## config.mk

```make
export PLATFORM = sky130hd
export DESIGN_NAME = mips_multicycle
export DESIGN_NICKNAME = d
export VERILOG_FILES = /design/src/rtl/mips_multicycle.sv
export SDC_FILE = /design/constraint.sdc
export NUM_CORES = 1
export LEC_CHECK = 0
export CORE_UTILIZATION = 53
export CTS_CLUSTER_SIZE = 30
export DETAILED_ROUTE_END_ITERATION = 8
export PLACE_DENSITY = 0.7
export SKIP_CTS_REPAIR_TIMING = 1
export SKIP_LAST_GASP = 1
export SYNTH_ARGS = -nofsm -noshare
export SYNTH_HDL_FRONTEND = slang
export SYNTH_SLANG_ARGS = --single-unit
```

## constraint.sdc

```tcl
create_clock -name clock -period 6.16 [get_ports clock]
set_input_delay 1.232 -clock clock [delete_from_list [all_inputs] [get_ports clock]]
set_output_delay 1.232 -clock clock [all_outputs]
set_load 0.02 [all_outputs]
```

## src/rtl/mips_multicycle.sv

```systemverilog
// mips_multicycle: multicycle 16-bit-instruction MIPS-like core with a
// 4-entry register file, BEQ branching and HALT.
// Optional feature: define MIPS_MEM_EN to build the data memory
// (DMEM_DEPTH words) and enable LW/SW. Without it, LW/SW execute as NOP.
module mips_multicycle #(
    parameter int DW         = 16,
    parameter int PCW        = 8,
    parameter int DMEM_DEPTH = 16
) (
    input  logic           clock,
    input  logic           reset,
    output logic [PCW-1:0] imem_addr,
    input  logic [15:0]    imem_data,
    output logic [15:0]    IR,
    output logic [DW-1:0]  WD,
    output logic           instr_done,
    output logic           halted
);

    localparam logic [3:0] OP_ADD  = 4'b0000;
    localparam logic [3:0] OP_SUB  = 4'b0001;
    localparam logic [3:0] OP_AND  = 4'b0010;
    localparam logic [3:0] OP_OR   = 4'b0011;
    localparam logic [3:0] OP_ADDI = 4'b0100;
    localparam logic [3:0] OP_LW   = 4'b0101;
    localparam logic [3:0] OP_SW   = 4'b0110;
    localparam logic [3:0] OP_SLT  = 4'b0111;
    localparam logic [3:0] OP_BEQ  = 4'b1000;
    localparam logic [3:0] OP_HALT = 4'b1111;

`ifdef MIPS_MEM_EN
    localparam bit MEM_EN = 1'b1;
    localparam int AW     = $clog2(DMEM_DEPTH);
`else
    localparam bit MEM_EN = 1'b0;
`endif

    typedef enum logic [2:0] {
        S_FETCH, S_DECODE, S_EXEC, S_MEM, S_WB, S_HALT
    } state_t;

    state_t state, nxt;

    logic [PCW-1:0] pc;
    logic [DW-1:0]  rf [4];
    logic [DW-1:0]  a, b, alu_out, alu_res;
    logic [DW-1:0]  rs_val, rt_val, wb_data, imm_dw;
    logic [PCW-1:0] imm_pc;
    logic [1:0]     rs, rt, rd, wb_dst;
    logic [3:0]     op;
    logic           is_nop, is_mem, is_rtype;

    assign op     = IR[15:12];
    assign rs     = IR[11:10];
    assign rt     = IR[9:8];
    assign rd     = IR[7:6];
    assign imm_dw = DW'($signed(IR[7:0]));
    // branch offset is applied modulo 2^PCW, so sign-extend/truncate to PCW
    assign imm_pc = PCW'($signed(IR[7:0]));

    assign imem_addr = pc;
    assign halted    = (state == S_HALT);

    // $0 is hardwired to zero on read
    assign rs_val = (rs == 2'd0) ? '0 : rf[rs];
    assign rt_val = (rt == 2'd0) ? '0 : rf[rt];

    assign is_mem   = MEM_EN && ((op == OP_LW) || (op == OP_SW));
    assign is_rtype = (op == OP_ADD) || (op == OP_SUB) || (op == OP_AND) ||
                      (op == OP_OR)  || (op == OP_SLT);
    assign wb_dst   = is_rtype ? rd : rt;

    // classify opcodes that do nothing (unknown, or memory ops when memory absent)
    always_comb begin
        case (op)
            OP_ADD, OP_SUB, OP_AND, OP_OR, OP_SLT,
            OP_ADDI, OP_BEQ, OP_HALT: is_nop = 1'b0;
            OP_LW, OP_SW:             is_nop = !MEM_EN;
            default:                  is_nop = 1'b1;
        endcase
    end

    // ALU: register ops, else base+imm (ADDI and memory address)
    always_comb begin
        alu_res = a + imm_dw;
        case (op)
            OP_ADD:  alu_res = a + b;
            OP_SUB:  alu_res = a - b;
            OP_AND:  alu_res = a & b;
            OP_OR:   alu_res = a | b;
            OP_SLT:  alu_res = {{(DW-1){1'b0}}, ($signed(a) < $signed(b))};
            default: alu_res = a + imm_dw;
        endcase
    end

`ifdef MIPS_MEM_EN
    logic [DW-1:0] dmem [DMEM_DEPTH];
    logic [DW-1:0] mdr;
    logic [AW-1:0] maddr;

    assign maddr   = alu_out[AW-1:0];
    assign wb_data = (op == OP_LW) ? mdr : alu_out;

    // data memory store; not cleared by reset, and a store is dropped while reset is high
    always_ff @(posedge clock) begin
        if (!reset && state == S_MEM && op == OP_SW)
            dmem[maddr] <= b;
    end

    // memory data register captures the load in MEM
    always_ff @(posedge clock or posedge reset) begin
        if (reset)
            mdr <= '0;
        else if (state == S_MEM && op == OP_LW)
            mdr <= dmem[maddr];
    end
`else
    assign wb_data = alu_out;
`endif

    // state register
    always_ff @(posedge clock or posedge reset) begin
        if (reset) state <= S_FETCH;
        else       state <= nxt;
    end

    // next-state logic and the completion pulse in each instruction's final state
    always_comb begin
        nxt        = state;
        instr_done = 1'b0;
        case (state)
            S_FETCH:  nxt = S_DECODE;
            S_DECODE: begin
                if (op == OP_HALT) nxt = S_HALT;
                else if (is_nop) begin
                    nxt        = S_FETCH;
                    instr_done = 1'b1;
                end else nxt = S_EXEC;
            end
            S_EXEC: begin
                if (op == OP_BEQ) begin
                    nxt        = S_FETCH;
                    instr_done = 1'b1;
                end else if (is_mem) nxt = S_MEM;
                else                 nxt = S_WB;
            end
            S_MEM: begin
                if (op == OP_LW) nxt = S_WB;
                else begin
                    nxt        = S_FETCH;
                    instr_done = 1'b1;
                end
            end
            S_WB: begin
                nxt        = S_FETCH;
                instr_done = 1'b1;
            end
            S_HALT:  nxt = S_HALT;
            default: nxt = S_FETCH;
        endcase
    end

    // datapath registers: PC, IR, operand latches, ALU result, write-back
    always_ff @(posedge clock or posedge reset) begin
        if (reset) begin
            pc      <= '0;
            IR      <= '0;
            WD      <= '0;
            a       <= '0;
            b       <= '0;
            alu_out <= '0;
            for (int i = 0; i < 4; i++) rf[i] <= '0;
        end else begin
            case (state)
                S_FETCH: begin
                    IR <= imem_data;
                    pc <= pc + PCW'(1);
                end
                S_DECODE: begin
                    a <= rs_val;
                    b <= rt_val;
                end
                S_EXEC: begin
                    alu_out <= alu_res;
                    // pc already points past the branch
                    if (op == OP_BEQ && a == b) pc <= pc + imm_pc;
                end
                S_WB: begin
                    WD <= wb_data;
                    if (wb_dst != 2'd0) rf[wb_dst] <= wb_data;
                end
                default: ;
            endcase
        end
    end

endmodule

```

# ---- Word-level counts from Yosys, hierarchy flattened
# Memory sizes are Yosys's and may differ from the RTL's.
# Cells that the tools add are included.
dict set report totals {
  mem_count 1
  out_inout_bits 42
  romBits 16
  ff_bits 155
  word_cells 80
  inputBits 18
}
dict set report classes {
  bitwise_logic 5
  n_lt_le_gt_ge 5
  n_addsub 5
  n_mux 25
  reduce_logical 14
  eq_ne 14
}
# name depth word_bits read_ports rd_clocked_by_memory_dff write_ports line
set memory_table {}
lappend memory_table {{(name not given)} 16 1 1 0 0 75} ;# case (op)
# op n
set op_table {}
lappend op_table {{2-to-1 mux 16 bit} 7}
lappend op_table {{one-hot mux 16 bit (5 select lines)} 1}
lappend op_table {{binary-select mux 16 bit (select 2 bit)} 2}
lappend op_table {{bitwise mux 64 bit} 1}
lappend op_table {{adder 16 bit} 2}
lappend op_table {{demux 16 bit (select 2 bit)} 1}
lappend op_table {{AND 16 bit} 1}
lappend op_table {{equality test 16 bit} 1}
lappend op_table {{< comparator 16 bit} 1}
lappend op_table {{bitwise OR 16 bit} 1}
lappend op_table {{one-hot mux 8 bit (2 select lines)} 1}
lappend op_table {{subtractor 16 bit} 1}
lappend op_table {{one-hot mux 3 bit (5 select lines)} 1}
lappend op_table {{greater-or-equal comparator 3 bit, second input constant} 3}
lappend op_table {{2-to-1 mux 3 bit} 3}
lappend op_table {{inverter 2 -> 3 bit} 3}
lappend op_table {{adder 8 x 1 -> 8 bit, second input constant} 1}
lappend op_table {{adder 8 bit} 1}
lappend op_table {{equality test 4 x 2 -> 1 bit, second input constant} 2}
lappend op_table {{equality test 4 x 3 -> 1 bit, second input constant} 2}
lappend op_table {{equality test 4 bit, second input constant} 2}
lappend op_table {{2-to-1 mux 8 bit} 1}
lappend op_table {{equality test 3 x 2 -> 1 bit, second input constant} 2}
lappend op_table {{equality test 3 bit, second input constant} 2}
lappend op_table {{other kinds (14)} 25}

# ---- Logic depth before layout (Yosys ltp)
dict set report logic_depth {
  ltp_word 12
  depth_mapped 15
  mapped_depth_nobuf 14
}

# ---- Worst setup path after synthesis
# Ideal clock, no wire load.
dict set report synth_path {
  kind {flip-flop to flip-flop}
  from {reg IR[12]}
  to {reg alu_out[15]}
  setup_ns 0.125
  required_ns 6.035
  t_arrival_ns 3.518
  synth_period_minus_slack_ns 3.643
  path_stages_with_launch 15
  n_path_buf 2
  setup_slack_ns 2.517
  cell_sequence {dfrtp_1 > inv_1 > ha_1 > nor3b_2 > clkbuf_1 > mux2_2 > ha_1 > clkbuf_2 > nand4_1 > or3_1 > a31o_2 > o31ai_4 > xnor2_1 > a221oi_2 > o21ai_1}
}
dict set report synth_between {
  elab_chain_cells 2
  elab_cells_between_ends 6
  classes_between {4 x eq/ne; 1 x mux; 1 x reduce/logical}
}
# element line
set synth_rtl {}
lappend synth_rtl {{from (decl)} 14} ;# output logic [15:0] IR,
lappend synth_rtl {{from (signal assigned)} 176} ;# IR <= imem_data;
lappend synth_rtl {{equality test 4 x 3 -> 1 bit, or another cell as far along} 86} ;# case (op)
lappend synth_rtl {{one-hot mux 16 bit (5 select lines) (*)} 86}
lappend synth_rtl {{to (signal assigned)} 184} ;# alu_out <= alu_res;
lappend synth_rtl {{to (decl)} 46} ;# logic [DW-1:0] a, b, alu_out, alu_res;
# Mark *: on every way between the ends. The rest lies on a longest branch, timed or not.
# A chain may end at the register's enable or synchronous reset.

# ---- Worst setup path after layout
dict set report layout_path {
  from {reg IR[12]}
  to {reg alu_out[12]}
}
# Same word-level chain as after synthesis.

==> qor.txt <==
Status -> complete, no violations
Max Cap Viol -> 0
Fmax -> 264 MHz
CTS Sinks -> 139
Crit-path cells -> inv_1 -> ha_1 -> nor3b_2 -> buf_4 -> nor2b_1 -> a21o_1 -> ha_1 -> a21o_1 -> a2111oi_0 -> nor3b_1 -> o21ai_0 -> nor2_1 -> nor3_1 -> o32a_1
RSZ-0062 raised after global routing -> no
Vias in the first global route -> 6664
Largest net degree at the start of global routing -> 96
Antenna diodes -> 0
Final nets -> 1019
Critical path arrival -> 4100 ps
Clock Skew -> 9.25 ps
Buf+Inv Stages, Crit Path -> 2
First-pass GRT wire length -> 36500 µm
Post-synth top area cell -> dfrtp_1
Syn nets -> 974
RD Place Congestion -> 0.928
Avg Vias per Cell -> 6.00
Crit path required time -> 6480 ps
Slowest CP cell -> nor2b_1
Area Overhead vs Synth -> 15.7%
Starting Density -> 55.0%
Top cells by area, synth -> dfrtp_1 (39%), mux2_2 (15%), ha_1 (10%)
DR vias -> 6918
Top_reg_cell synth -> dfrtp_1
Yosys top cell area share -> 39.3%
Top-count cell post-synth -> dfrtp_1
Remaining DRCs -> 0
Final setup fails -> 0
Synth cell count leaders -> dfrtp_1 (139), mux2_2 (118), nor2_1 (84)
Routed wire length -> 22500 µm
Total grt overflow -> 0
Flops & latches, synth -> 139
Part of the cycle the worst path needs -> 61.5%
Row Count -> 46
Ports -> 60
Critical path startpoint category -> register
Final TNS setup -> 0 ps
Slew Limit Fails -> 0
Post-route minimum period -> 3790 ps
CTS Root Cell -> clkbuf_16
CP top delay family -> simple AND/OR/NAND/NOR gates
Die height -> 131 µm
Layout cell share with drive strength beyond 1 -> 18.9%
Synthesized cell area -> 0.00886 mm²
ANT nets after route -> 0
CP Capture Type -> register
Number of CTS-inserted buffers -> 17
Placeable Area -> 0.0161 mm²
Port Buffers -> 59
Share of the yosys chip area belonging to registers -> 39.3%
Crit path kind -> register to register
Max_slew headroom -> 23.7%
Die X -> 131 µm
R2R setup slack -> 2370 ps
Clock Path Buffers -> 2
Mapped Cells -> 879
Yosys synthesis warning count -> 0
CTS tree -> yes
Initial antenna violation count -> 0
Overall routing resource usage -> 27.3%
Dpl hpwl -> 15200 µm
Worst Max-Slew Pin Slew -> 1140 ps
Ys async rst share -> 100%
Min-delay worst type -> register to register
WL per Instance -> 19.6 µm
CP max stage delay -> 540 ps
Die area -> 0.0172 mm²
Worst skew pair latency -> 430 ps
Syn Area/Cell -> 10.1 µm²
EDFF count, synth -> 0
Netlist cell types -> 72
Pre-antenna DRT Iters -> 5
Initial detailed-routing violation count -> 592
H-tree levels -> 4
Worst-path clk slew -> 60 ps
CP Max Fanout -> 17
Hold Violations, Final -> 0
layout make-up:
| cell class | count | area [µm²] |
|---|---|---|
| Timing Repair Buffer | 71 | 681 |
| Clock buffer | 21 | 460 |
| Multi-Input combinational cell | 635 | 4990 |
| Tap cell | 216 | 270 |
| Clock inverter | 11 | 144 |
| Fill cell | 1345 | 5860 |
| Inverter | 60 | 230 |
| Sequential cell | 139 | 3480 |
logic make-up after synthesis:
group                      after synthesis  synth area share (%)
AOI/OAI and AO/OA                      228                  17.3
and+or+nand+nor                        185                  9.92
DFF                                    139                  39.3
muxes                                  120                  15.2
buffers and inverters                  105                  4.67
adders and majority gates               77                  11.1
xor gates and xnor gates                25                  2.47
state kept, by name (all words and copies together) (netlist names):
signal     cells
IR            16
a             16
state          3
WD            16
alu_out       16
imem_addr      8
b             16
rf            48
cells in the final DEF, fill, tap and decap left out, drive strengths merged, types with 3 or more instances in the layout:
cell type / n
dfrtp: 139
nor3: 13
nor2b: 7
ha: 74
a211oi: 9
nand3: 8
nor2: 84
bufinv: 3
a21boi: 3
a2111oi: 3
nand2b: 14
nand2: 27
xor2: 8
and2: 8
clkinv: 7
nor4: 3
o21bai: 4
and3: 4
a22oi: 35
o31ai: 4
a311oi: 3
o21a: 5
clkbuf: 21
fa: 3
a21o: 13
o211ai: 3
nand4: 7
xnor2: 17
clkdlybuf4s50: 59
inv: 60
o21ai: 32
a31oi: 5
buf: 12
a21oi: 76
a221oi: 6
mux2: 118
o22ai: 4
routing by layer:
metal / GRT usage, % / vias up / share of wire (%)
li1: - / 3252 / -
met5: 0 / - / 0
met1: 38.5 / 3397 / 46
met2: 42.0 / 240 / 45
met4: 8.85 / 0 / 1.8
met3: 5.40 / 29 / 6.4
metrics by stage:
stage                     utilization [%]  cell area, µm²  hold WS, ps  setup WS, ps  std cells
after detailed placement             59.9            9650          473          2400       1121
after CTS                            63.6           10300          481          2410       1153
after global routing                 63.6           10300          514          2080       1153
after floorplan                         -            8860          464          1200        879
final                                63.6           10300          471          2370       1153
after global placement               59.9            9650          458          2520       1121
final timing paths:
kind,from,cells past startpoint,to
hold reg to reg,imem_addr[7],1,imem_addr[7]
min in group asynchronous,reset,2,rf[4]
hold / removal,imem_addr[7],1,imem_addr[7]
max in group asynchronous,reset,3,WD[14]
setup / recovery,IR[12],14,alu_out[12]
setup reg to reg,IR[12],14,alu_out[12]
Power is left out: the tool's default activity adds up to more than one toggle a clock period on the data nets, which glitch-free logic cannot reach.
